--- config.mk ---
export PLATFORM = sky130hd
export DESIGN_NAME = uart_cmd_decoder
export DESIGN_NICKNAME = d
export VERILOG_FILES = /design/src/rtl/uart_cmd_decoder.sv
export SDC_FILE = /design/constraint.sdc
export NUM_CORES = 1
export LEC_CHECK = 0
export ABC_CLOCK_PERIOD_IN_PS = 4300
export CAP_MARGIN = 20
export CORE_MARGIN = 10
export CORE_UTILIZATION = 60
export DETAILED_ROUTE_END_ITERATION = 10
export GPL_ROUTABILITY_DRIVEN = 1
export HOLD_SLACK_MARGIN = 0.02
export PLACE_DENSITY = 0.81
export SLEW_MARGIN = 5
export SYNTH_ARGS = -nofsm -noshare
export SYNTH_HDL_FRONTEND = slang
export SYNTH_SLANG_ARGS = --single-unit
--- constraint.sdc ---
create_clock -name clk -period 4.3 [get_ports clk]
set_clock_uncertainty 0.05 [all_clocks]
set_input_delay 0.645 -clock clk [delete_from_list [all_inputs] [get_ports clk]]
set_output_delay 0.645 -clock clk [all_outputs]
set_load 0.01 [all_outputs]
--- src/rtl/uart_cmd_decoder.sv ---
// UART command decoder: turns received bytes (digits + CR/LF, preset letters,
// pause key) into one-cycle command pulses for the timer core.
module uart_cmd_decoder #(
  parameter int MAX_MIN        = 99,
  parameter int TIMEOUT_CYCLES = 100_000_000
) (
  input  logic       clk,
  input  logic       reset_n,
  input  logic       rx_empty,
  input  logic [7:0] r_data,
  output logic       rd_uart,
  output logic [6:0] cmd_minutes,
  output logic       cmd_load,
  output logic [1:0] cmd_sel,
  output logic       sel_load,
  output logic       cmd_pause,
  output logic       err,
  output logic       busy
);

  localparam int TW = (TIMEOUT_CYCLES > 1) ? $clog2(TIMEOUT_CYCLES) : 1;
  localparam logic [TW-1:0] TMO_LAST    = TW'(TIMEOUT_CYCLES - 1);
  localparam logic [TW-1:0] TMO_ONE     = TW'(1);
  localparam logic [6:0]    MAX_ACC     = 7'(MAX_MIN);
  localparam logic [6:0]    RST_MINUTES = 7'd25;

  typedef enum logic {ST_WAIT = 1'b0, ST_EXEC = 1'b1} state_t;

  state_t          state_r, state_s;
  logic [7:0]      byte_r, byte_s;
  logic [6:0]      acc_r, acc_s;
  logic [1:0]      dcount_r, dcount_s;
  logic            ovf_r, ovf_s;
  logic [TW-1:0]   tmo_r, tmo_s;
  logic [6:0]      minutes_r, minutes_s;
  logic [1:0]      sel_r, sel_s;
  logic            load_r, load_s;
  logic            sel_load_r, sel_load_s;
  logic            pause_r, pause_s;
  logic            err_r, err_s;
  logic            pop_s;
  logic            busy_s;
  logic            is_digit_s;
  logic            is_term_s;
  logic [7:0]      byte_lc_s;
  logic [3:0]      digit_s;

  assign is_digit_s = (byte_r >= 8'h30) && (byte_r <= 8'h39);
  assign is_term_s  = (byte_r == 8'h0D) || (byte_r == 8'h0A);
  // Folding bit 5 makes upper- and lower-case letters compare equal.
  assign byte_lc_s  = byte_r | 8'h20;
  assign digit_s    = byte_r[3:0];
  assign busy_s     = (dcount_r != 2'd0) || ovf_r;

  assign rd_uart     = pop_s;
  assign busy        = busy_s;
  assign cmd_minutes = minutes_r;
  assign cmd_sel     = sel_r;
  assign cmd_load    = load_r;
  assign sel_load    = sel_load_r;
  assign cmd_pause   = pause_r;
  assign err         = err_r;

  // Next-state, pop strobe, timeout and byte decode.
  always_comb begin
    state_s    = state_r;
    pop_s      = 1'b0;
    byte_s     = byte_r;
    acc_s      = acc_r;
    dcount_s   = dcount_r;
    ovf_s      = ovf_r;
    tmo_s      = tmo_r;
    minutes_s  = minutes_r;
    sel_s      = sel_r;
    load_s     = 1'b0;
    sel_load_s = 1'b0;
    pause_s    = 1'b0;
    err_s      = 1'b0;
    case (state_r)
      ST_WAIT: begin
        if (!rx_empty && reset_n) begin
          // A pop always beats a timeout landing in the same cycle.
          pop_s   = 1'b1;
          byte_s  = r_data;
          tmo_s   = '0;
          state_s = ST_EXEC;
        end else if (busy_s) begin
          if (tmo_r == TMO_LAST) begin
            acc_s    = 7'd0;
            dcount_s = 2'd0;
            ovf_s    = 1'b0;
            tmo_s    = '0;
            err_s    = 1'b1;
          end else begin
            tmo_s = tmo_r + TMO_ONE;
          end
        end else begin
          tmo_s = '0;
        end
      end
      ST_EXEC: begin
        state_s = ST_WAIT;
        if (is_digit_s) begin
          if (ovf_r) begin
            ovf_s = 1'b1;
          end else if (dcount_r == 2'd2) begin
            ovf_s = 1'b1;
          end else begin
            acc_s    = (acc_r * 7'd10) + {3'b000, digit_s};
            dcount_s = dcount_r + 2'd1;
          end
        end else if (is_term_s) begin
          acc_s    = 7'd0;
          dcount_s = 2'd0;
          ovf_s    = 1'b0;
          if (ovf_r) begin
            err_s = 1'b1;
          end else if (dcount_r == 2'd0) begin
            err_s = 1'b0;
          end else if ((acc_r == 7'd0) || (acc_r > MAX_ACC)) begin
            err_s = 1'b1;
          end else begin
            minutes_s = acc_r;
            load_s    = 1'b1;
          end
        end else begin
          acc_s    = 7'd0;
          dcount_s = 2'd0;
          ovf_s    = 1'b0;
          case (byte_lc_s)
            8'h61:   begin sel_s = 2'd0; sel_load_s = 1'b1; end
            8'h62:   begin sel_s = 2'd1; sel_load_s = 1'b1; end
            8'h63:   begin sel_s = 2'd2; sel_load_s = 1'b1; end
            8'h64:   begin sel_s = 2'd3; sel_load_s = 1'b1; end
            8'h70:   pause_s = 1'b1;
            default: err_s = 1'b1;
          endcase
        end
      end
      default: state_s = ST_WAIT;
    endcase
  end

  // FSM state register.
  always_ff @(posedge clk or negedge reset_n) begin
    if (!reset_n) begin
      state_r <= ST_WAIT;
    end else begin
      state_r <= state_s;
    end
  end

  // Datapath, timeout counter and registered command outputs.
  always_ff @(posedge clk or negedge reset_n) begin
    if (!reset_n) begin
      byte_r     <= 8'h00;
      acc_r      <= 7'd0;
      dcount_r   <= 2'd0;
      ovf_r      <= 1'b0;
      tmo_r      <= '0;
      minutes_r  <= RST_MINUTES;
      sel_r      <= 2'd0;
      load_r     <= 1'b0;
      sel_load_r <= 1'b0;
      pause_r    <= 1'b0;
      err_r      <= 1'b0;
    end else begin
      byte_r     <= byte_s;
      acc_r      <= acc_s;
      dcount_r   <= dcount_s;
      ovf_r      <= ovf_s;
      tmo_r      <= tmo_s;
      minutes_r  <= minutes_s;
      sel_r      <= sel_s;
      load_r     <= load_s;
      sel_load_r <= sel_load_s;
      pause_r    <= pause_s;
      err_r      <= err_s;
    end
  end

endmodule

==> results of run 1 <==
## routing by layer
| layer | up-vias | wire length [um] |
|---|---|---|
| li1 | 1198 | - |
| met1 | 1262 | 3213 |
| met2 | 78 | 3143 |
| met3 | 14 | 409 |
| met4 | 0 | 145 |
| met5 | - | 0 |
## logic make-up (layout without fill, tap and decap cells)
group                    after synthesis  count (layout)  synth area share
AND/OR/NAND/NOR                      123             123            0.2103
flip-flops                            59              59            0.4667
AO/OA/AOI/OAI                         56              56            0.1164
buffers and inverters                 28              59           0.03866
XOR/XNOR                              24              24           0.06627
multiplexers                          14              14           0.04970
adder cells (fa/ha/maj)               12              12           0.05207
## registers in the layout (all words and copies together) (netlist names)
signal       cells
cmd_load         1
cmd_minutes      7
err              1
sel_load         1
acc_r            7
cmd_sel          2
tmo_r           27
ovf_r            1
byte_r           8
cmd_pause        1
dcount_r         2
state_r          1
## synth_stat cells, types with 3 or more instances
master,n,area share
nor3_1,4,0.0063
a22o_1,9,0.025
ha_1,10,0.039
nor2_1,30,0.036
nand2b_1,5,0.0099
clkbuf_1,6,0.0071
a31oi_1,4,0.0079
nand3_1,17,0.027
o21ai_0,24,0.038
nand2_1,18,0.021
nor4_2,3,0.012
inv_1,16,0.019
nand4_1,12,0.024
xnor2_1,18,0.050
nor4_1,9,0.018
or3_1,3,0.0059
dfrtp_1,56,0.44
mux2_2,14,0.050
xor2_1,6,0.017
dfstp_2,3,0.025
and3_1,6,0.012
a21oi_1,7,0.011
or4_1,4,0.0095
## report_power, final
group          internal [mW]  total, mW  switching, mW  leakage [nW]
logic                 0.0602      0.135         0.0752         0.617
clock network          0.239      0.450          0.211        0.0905
registers              0.575      0.609         0.0339         0.790
## area by class of cell
| type | instances | area, um2 | area share |
|---|---|---|---|
| clock buffers | 14 | 162.7 | 0.04481 |
| clock inverters | 2 | 10.01 | 0.002758 |
| inverters | 16 | 60.06 | 0.01655 |
| multi-input cells | 229 | 1569 | 0.4323 |
| flip-flops and latches | 59 | 1480 | 0.4078 |
| well taps | 70 | 87.58 | 0.02413 |
| repair buffers | 27 | 260.3 | 0.07170 |
## worst max-delay path by stage
stage / depth (start not counted) / startpoint / slack, ps / end
6_report: 5 / rx_empty / 1460 / rd_uart
5_1_grt: 6 / tmo_r[0]$_DFFE_PN0N_ / 1310 / tmo_r[15]$_DFFE_PN0N_
3_5_place_dp: 5 / rx_empty / 1470 / rd_uart
2_1_floorplan: 5 / acc_r[1]$_DFFE_PN0P_ / 2230 / cmd_minutes[1]$_DFFE_PN0P_
3_3_place_gp: 5 / rx_empty / 1480 / rd_uart
4_1_cts: 5 / rx_empty / 1450 / rd_uart
## per-stage QoR
step                      instance area [um2]  worst slack [ps]    util  power (mW)  hold slack [ps]
after floorplan                          3172              2232       -      0.7039            299.4
after global placement                   3457              1480  0.6769      0.7459            438.1
after detailed placement                 3457              1469  0.6769      0.7545            455.0
after CTS                                3630              1450  0.7107       1.203            468.3
after global routing                     3630              1313  0.7107       1.253            494.1
final                                    3630              1458  0.7107       1.194            420.4
==> impl_metrics.py, run 1 <==
metrics = {
    "run_status": {
        "outcome": "finished clean",
    },
    "yosys": {
        "synth_flop_cell": "dfrtp_1",
        "synth_edf_count": 0,
        "synthCells": 316,
        "synth_nets": 339,
        "yosys.cell_types.count": 49,
        "synth_area_per_cell_um2": 10.04,
        "ys_seq_area_frac": 0.4667,
        "syn-cell-area_mm2": 0.003172,
        "yosys_warnings": 0,
        "synth_seq_cells": 59,
        "synthArstFlopShare": 1.000,
    },
    "layout": {
        "fin_cells": 417,
        "antenna_cells": 0,
        "nets": 365,
        "layout_commonest_cell": "dfrtp_1",
        "drive_gt1_frac": 0.1210,
        "fillerInstances": 416,
        "layout_common_cells": "dfrtp_1, nor2_1, o21ai_0, clkdlybuf4s50_1",
        "areaGrowthSynthToFinish_pct": 14.44,
    },
    "detailed_routing": {
        "drt-vias-per-instance": 6.120,
        "vias": 2552,
        "ant_nets": 0,
        "wl_per_cell_um": 16.58,
        "dr.first_iter.drc_count": 158,
        "drt_first_pass_iters": 6,
        "drc": 0,
        "wl_mm": 6.912,
    },
    "placed_design": {
        "dp.cells": 401,
        "hpwl_mm": 4.868,
        "place.gp.congestion": 0.8821,
        "port_buffers": 25,
    },
    "clocking": {
        "cts_buffers": 9,
        "clkLatencyLatePin_ps": 340,
        "h-tree-depth": 3,
        "post_cts_resize_count": 0,
        "ctsLongestPathBuffers": 2,
        "cts_setup_buffers": 0,
        "cts-root-buf": "clkbuf_8",
        "cts_tree": "yes",
        "cts.clk_slew.worst_paths_ps": 70,
        "clock_sinks": 59,
        "hold_buffers": 0,
    },
    "setup_path": {
        "r2r_slack_ps": 1630,
        "required_ps": 3610,
        "startpoint_type": "primary input",
        "worst_path_largest_cell_delay_ps": 560,
        "worstPathMaxFanout": 12,
        "r2r-end": "tmo_r[17]$_DFFE_PN0N_",
        "crit_buf_inv": 3,
        "cp_common_cell": "clkdlybuf4s50_1",
        "rr_startpoint": "tmo_r[0]$_DFFE_PN0N_",
        "path_cells": "clkdlybuf4s50_1 > nand2b_1 > nor2_1 > buf_4 > clkdlybuf4s50_1",
        "worstPathArrival_ps": 2150,
        "cp_slowest_cell": "clkdlybuf4s50_1",
        "critPathKind": "primary input to primary output",
        "end_kind": "primary output",
        "cp_top_family": "buffers and inverters",
        "r2r_cells": 6,
    },
    "sta": {
        "finalSetupTns_ps": 0,
        "hold_viol_final": 0,
        "timing.final.crit_share": 0.6610,
        "worstMarginPinSlew_ps": 844.5,
        "rsz0062_at_grt": "no",
        "final.min_clock_period_ps": 2842,
        "finalSetupViolCount": 0,
        "max_slew_margin": 0.4323,
        "timing.fmax_mhz": 351.8,
        "slew_violations": 0,
    },
    "die": {
        "die_w_um": 92.71,
        "die_y_um": 92.71,
        "rows": 26,
        "design.die.area_mm2": 0.008594,
        "ios": 26,
        "coreArea_mm2": 0.005107,
        "start_util": 0.6210,
    },
    "global_route": {
        "antenna_found_initial": 0,
        "grtUsageMet1": 0.2376,
        "use_met3": 0.03874,
        "grt_first_pass_wirelength_mm": 12.21,
        "grt_max_degree": 60,
        "grt.overflow.total": 0,
        "grt.total_usage": 0.1736,
        "grt_most_used_layer": "met2",
        "grt_use_met2": 0.2541,
        "first_global_vias": 2512,
    },
    "pwr": {
        "p_leak_nw": 1.497,
        "vdd_drop_max_uv": 234.5,
        "p_per_area_mw_per_mm2": 329.0,
    },
    "hold_path": {
        "hold_path_class": "primary input to asynchronous set/reset pin",
    },
    "job": {
        "drv_cap": 0,
    },
}
No activity file was read; power rests on OpenSTA's default activity.
==> inputs of run 2 (changes only) <==
--- a/config.mk
+++ b/config.mk
@@ -5,14 +5,14 @@
 export SDC_FILE = /design/constraint.sdc
 export NUM_CORES = 1
 export LEC_CHECK = 0
-export ABC_CLOCK_PERIOD_IN_PS = 4300
+export ABC_CLOCK_PERIOD_IN_PS = 2700
 export CAP_MARGIN = 20
 export CORE_MARGIN = 10
-export CORE_UTILIZATION = 60
+export CORE_UTILIZATION = 58
 export DETAILED_ROUTE_END_ITERATION = 10
 export GPL_ROUTABILITY_DRIVEN = 1
 export HOLD_SLACK_MARGIN = 0.02
-export PLACE_DENSITY = 0.81
+export PLACE_DENSITY = 0.79
 export SLEW_MARGIN = 5
 export SYNTH_ARGS = -nofsm -noshare
 export SYNTH_HDL_FRONTEND = slang
==> constraint.sdc (replaced) <==
create_clock -name clk -period 2.7 [get_ports clk]
set_clock_uncertainty 0.05 [all_clocks]
set_input_delay 0.405 -clock clk [delete_from_list [all_inputs] [get_ports clk]]
set_output_delay 0.405 -clock clk [all_outputs]
set_load 0.01 [all_outputs]
==> run 2 against run 1 <==
Total power up 59%. Setup slack worse by 1000 ps. Wire length down 2.8%. Non-clock buffer count up 7. Global-route usage down 0.79 points. Critical endpoint is now cmd_minutes[6]$_DFFE_PN0P_. Count of clock-buffer cells in the layout down 1. Critical path depth down 1. Design area up 1.5%.
==> impl_metrics.py, run 2 (same netlist as run 1, synthesis figures left out) <==
metrics = {
    "sta": {
        "rsz0062_at_grt": "no",
        "finalSetupViolCount": 0,
        "final.min_clock_period_ps": 2270,
        "timing.hold.ws_ps": 247.8,
        "timing.fmax_mhz": 440.6,
        "finalSetupTns_ps": 0,
        "hold_viol_final": 0,
        "worstMarginPinSlew_ps": 731.7,
        "max_slew_margin": 0.5122,
        "timing.final.crit_share": 0.8406,
        "slew_violations": 0,
    },
    "setup_path": {
        "worstPathMaxFanout": 7,
        "startpoint_type": "flop",
        "r2r_slack_ps": 430,
        "end_kind": "flop",
        "rr_startpoint": "acc_r[0]$_DFFE_PN0P_",
        "worstPathArrival_ps": 2440,
        "r2r_cells": 4,
        "r2r-end": "cmd_minutes[6]$_DFFE_PN0P_",
        "critPathKind": "flop to flop",
        "required_ps": 2870,
    },
    "clocking": {
        "cts.clk_slew.worst_paths_ps": 70,
        "clkLatencyLatePin_ps": 340,
        "post_cts_resize_count": 0,
        "cts_tree": "yes",
        "ctsLongestPathBuffers": 2,
        "clock_sinks": 59,
        "h-tree-depth": 3,
        "cts_setup_buffers": 0,
        "hold_buffers": 0,
        "cts_buffers": 9,
        "cts-root-buf": "clkbuf_8",
    },
    "detailed_routing": {
        "dr.first_iter.drc_count": 159,
        "drt-vias-per-instance": 5.877,
        "drt_first_pass_iters": 4,
        "ant_nets": 0,
        "wl_mm": 6.720,
        "drc": 0,
        "vias": 2492,
        "wl_per_cell_um": 15.85,
    },
    "layout": {
        "drive_gt1_frac": 0.1412,
        "largest_reg_flops": 27,
        "reg_top3": "tmo_r: 27 flops, byte_r: 8 flops",
        "stdcell_area_mm2": 0.003684,
        "antenna_cells": 0,
        "nets": 372,
        "layout_commonest_cell": "dfrtp_1",
        "top_register": "tmo_r",
        "fin_cells": 424,
        "layout_common_cells": "dfrtp_1, nor2_1, o21ai_0, clkdlybuf4s50_1",
        "areaGrowthSynthToFinish_pct": 16.13,
        "fin_util": 0.7077,
    },
    "die": {
        "rows": 26,
        "design.die.area_mm2": 0.008827,
        "die_y_um": 93.95,
        "die_w_um": 93.95,
        "ios": 26,
        "start_util": 0.6094,
        "coreArea_mm2": 0.005205,
    },
    "pwr": {
        "p_leak_nw": 1.534,
        "vdd_drop_max_uv": 440.0,
        "p_per_area_mw_per_mm2": 517.0,
    },
    "placed_design": {
        "place.gp.congestion": 0.8479,
        "postPlaceCellArea_mm2": 0.003510,
        "dp.cells": 408,
        "hpwl_mm": 4.773,
        "port_buffers": 25,
    },
    "run_status": {
        "outcome": "finished clean",
    },
    "global_route": {
        "grt.overflow.total": 0,
        "first_global_vias": 2400,
        "grt_first_pass_wirelength_mm": 11.59,
        "antenna_found_initial": 0,
        "grt_max_degree": 60,
        "grt.total_usage": 0.1658,
    },
    "hold_path": {
        "hold_path_class": "primary input to asynchronous set/reset pin",
    },
    "job": {
        "drv_cap": 0,
    },
}
run 2: area by class of cell:
cell class,instances,area [um2]
Inverter,16,60.06
Timing Repair Buffer,34,312.8
Clock buffer,13,158.9
Sequential cell,59,1480
Fill cell,416,1521
Multi-Input combinational cell,229,1569
Clock inverter,3,15.01
Tap cell,70,87.58
run 2: metrics by stage:
step | power, mW | setup WS (ps)
floorplan | 1.121 | 632.1
global placement | 1.199 | 473.0
detailed placement | 1.208 | 411.7
CTS | 1.923 | 419.3
global route | 2.003 | 346.2
finish | 1.904 | 430.4
run 2: power breakdown:
group | switching, mW | internal, mW
sequential | 0.0498 | 0.916
clock | 0.335 | 0.379
combinational | 0.123 | 0.102
total | 0.508 | 1.40
run 2: worst max path at each step:
| stage | start | end |
|---|---|---|
| finish | acc_r[0]$_DFFE_PN0P_ | cmd_minutes[6]$_DFFE_PN0P_ |
| global route | acc_r[1]$_DFFE_PN0P_ | cmd_minutes[5]$_DFFE_PN0P_ |
| CTS | acc_r[1]$_DFFE_PN0P_ | cmd_minutes[5]$_DFFE_PN0P_ |
| detailed placement | acc_r[1]$_DFFE_PN0P_ | cmd_minutes[5]$_DFFE_PN0P_ |
| global placement | rx_empty | dcount_r[0]$_DFFE_PN0P_ |
| floorplan | acc_r[1]$_DFFE_PN0P_ | cmd_minutes[1]$_DFFE_PN0P_ |
run 2: worst max-delay path, cell delays in order (launching register included):
cell	delay, ps
dfrtp_1	450
or4_1	520
o41ai_1	410
or4_1	350
mux2_2	370
run 2: layer usage:
metal	GRT usage	wire length (um)	up-vias
li1	-	-	1211
met1	0.2227	3180	1203
met2	0.2385	2991	70
met3	0.06475	473	8
met4	0.05316	75	0
met5	0	0	-
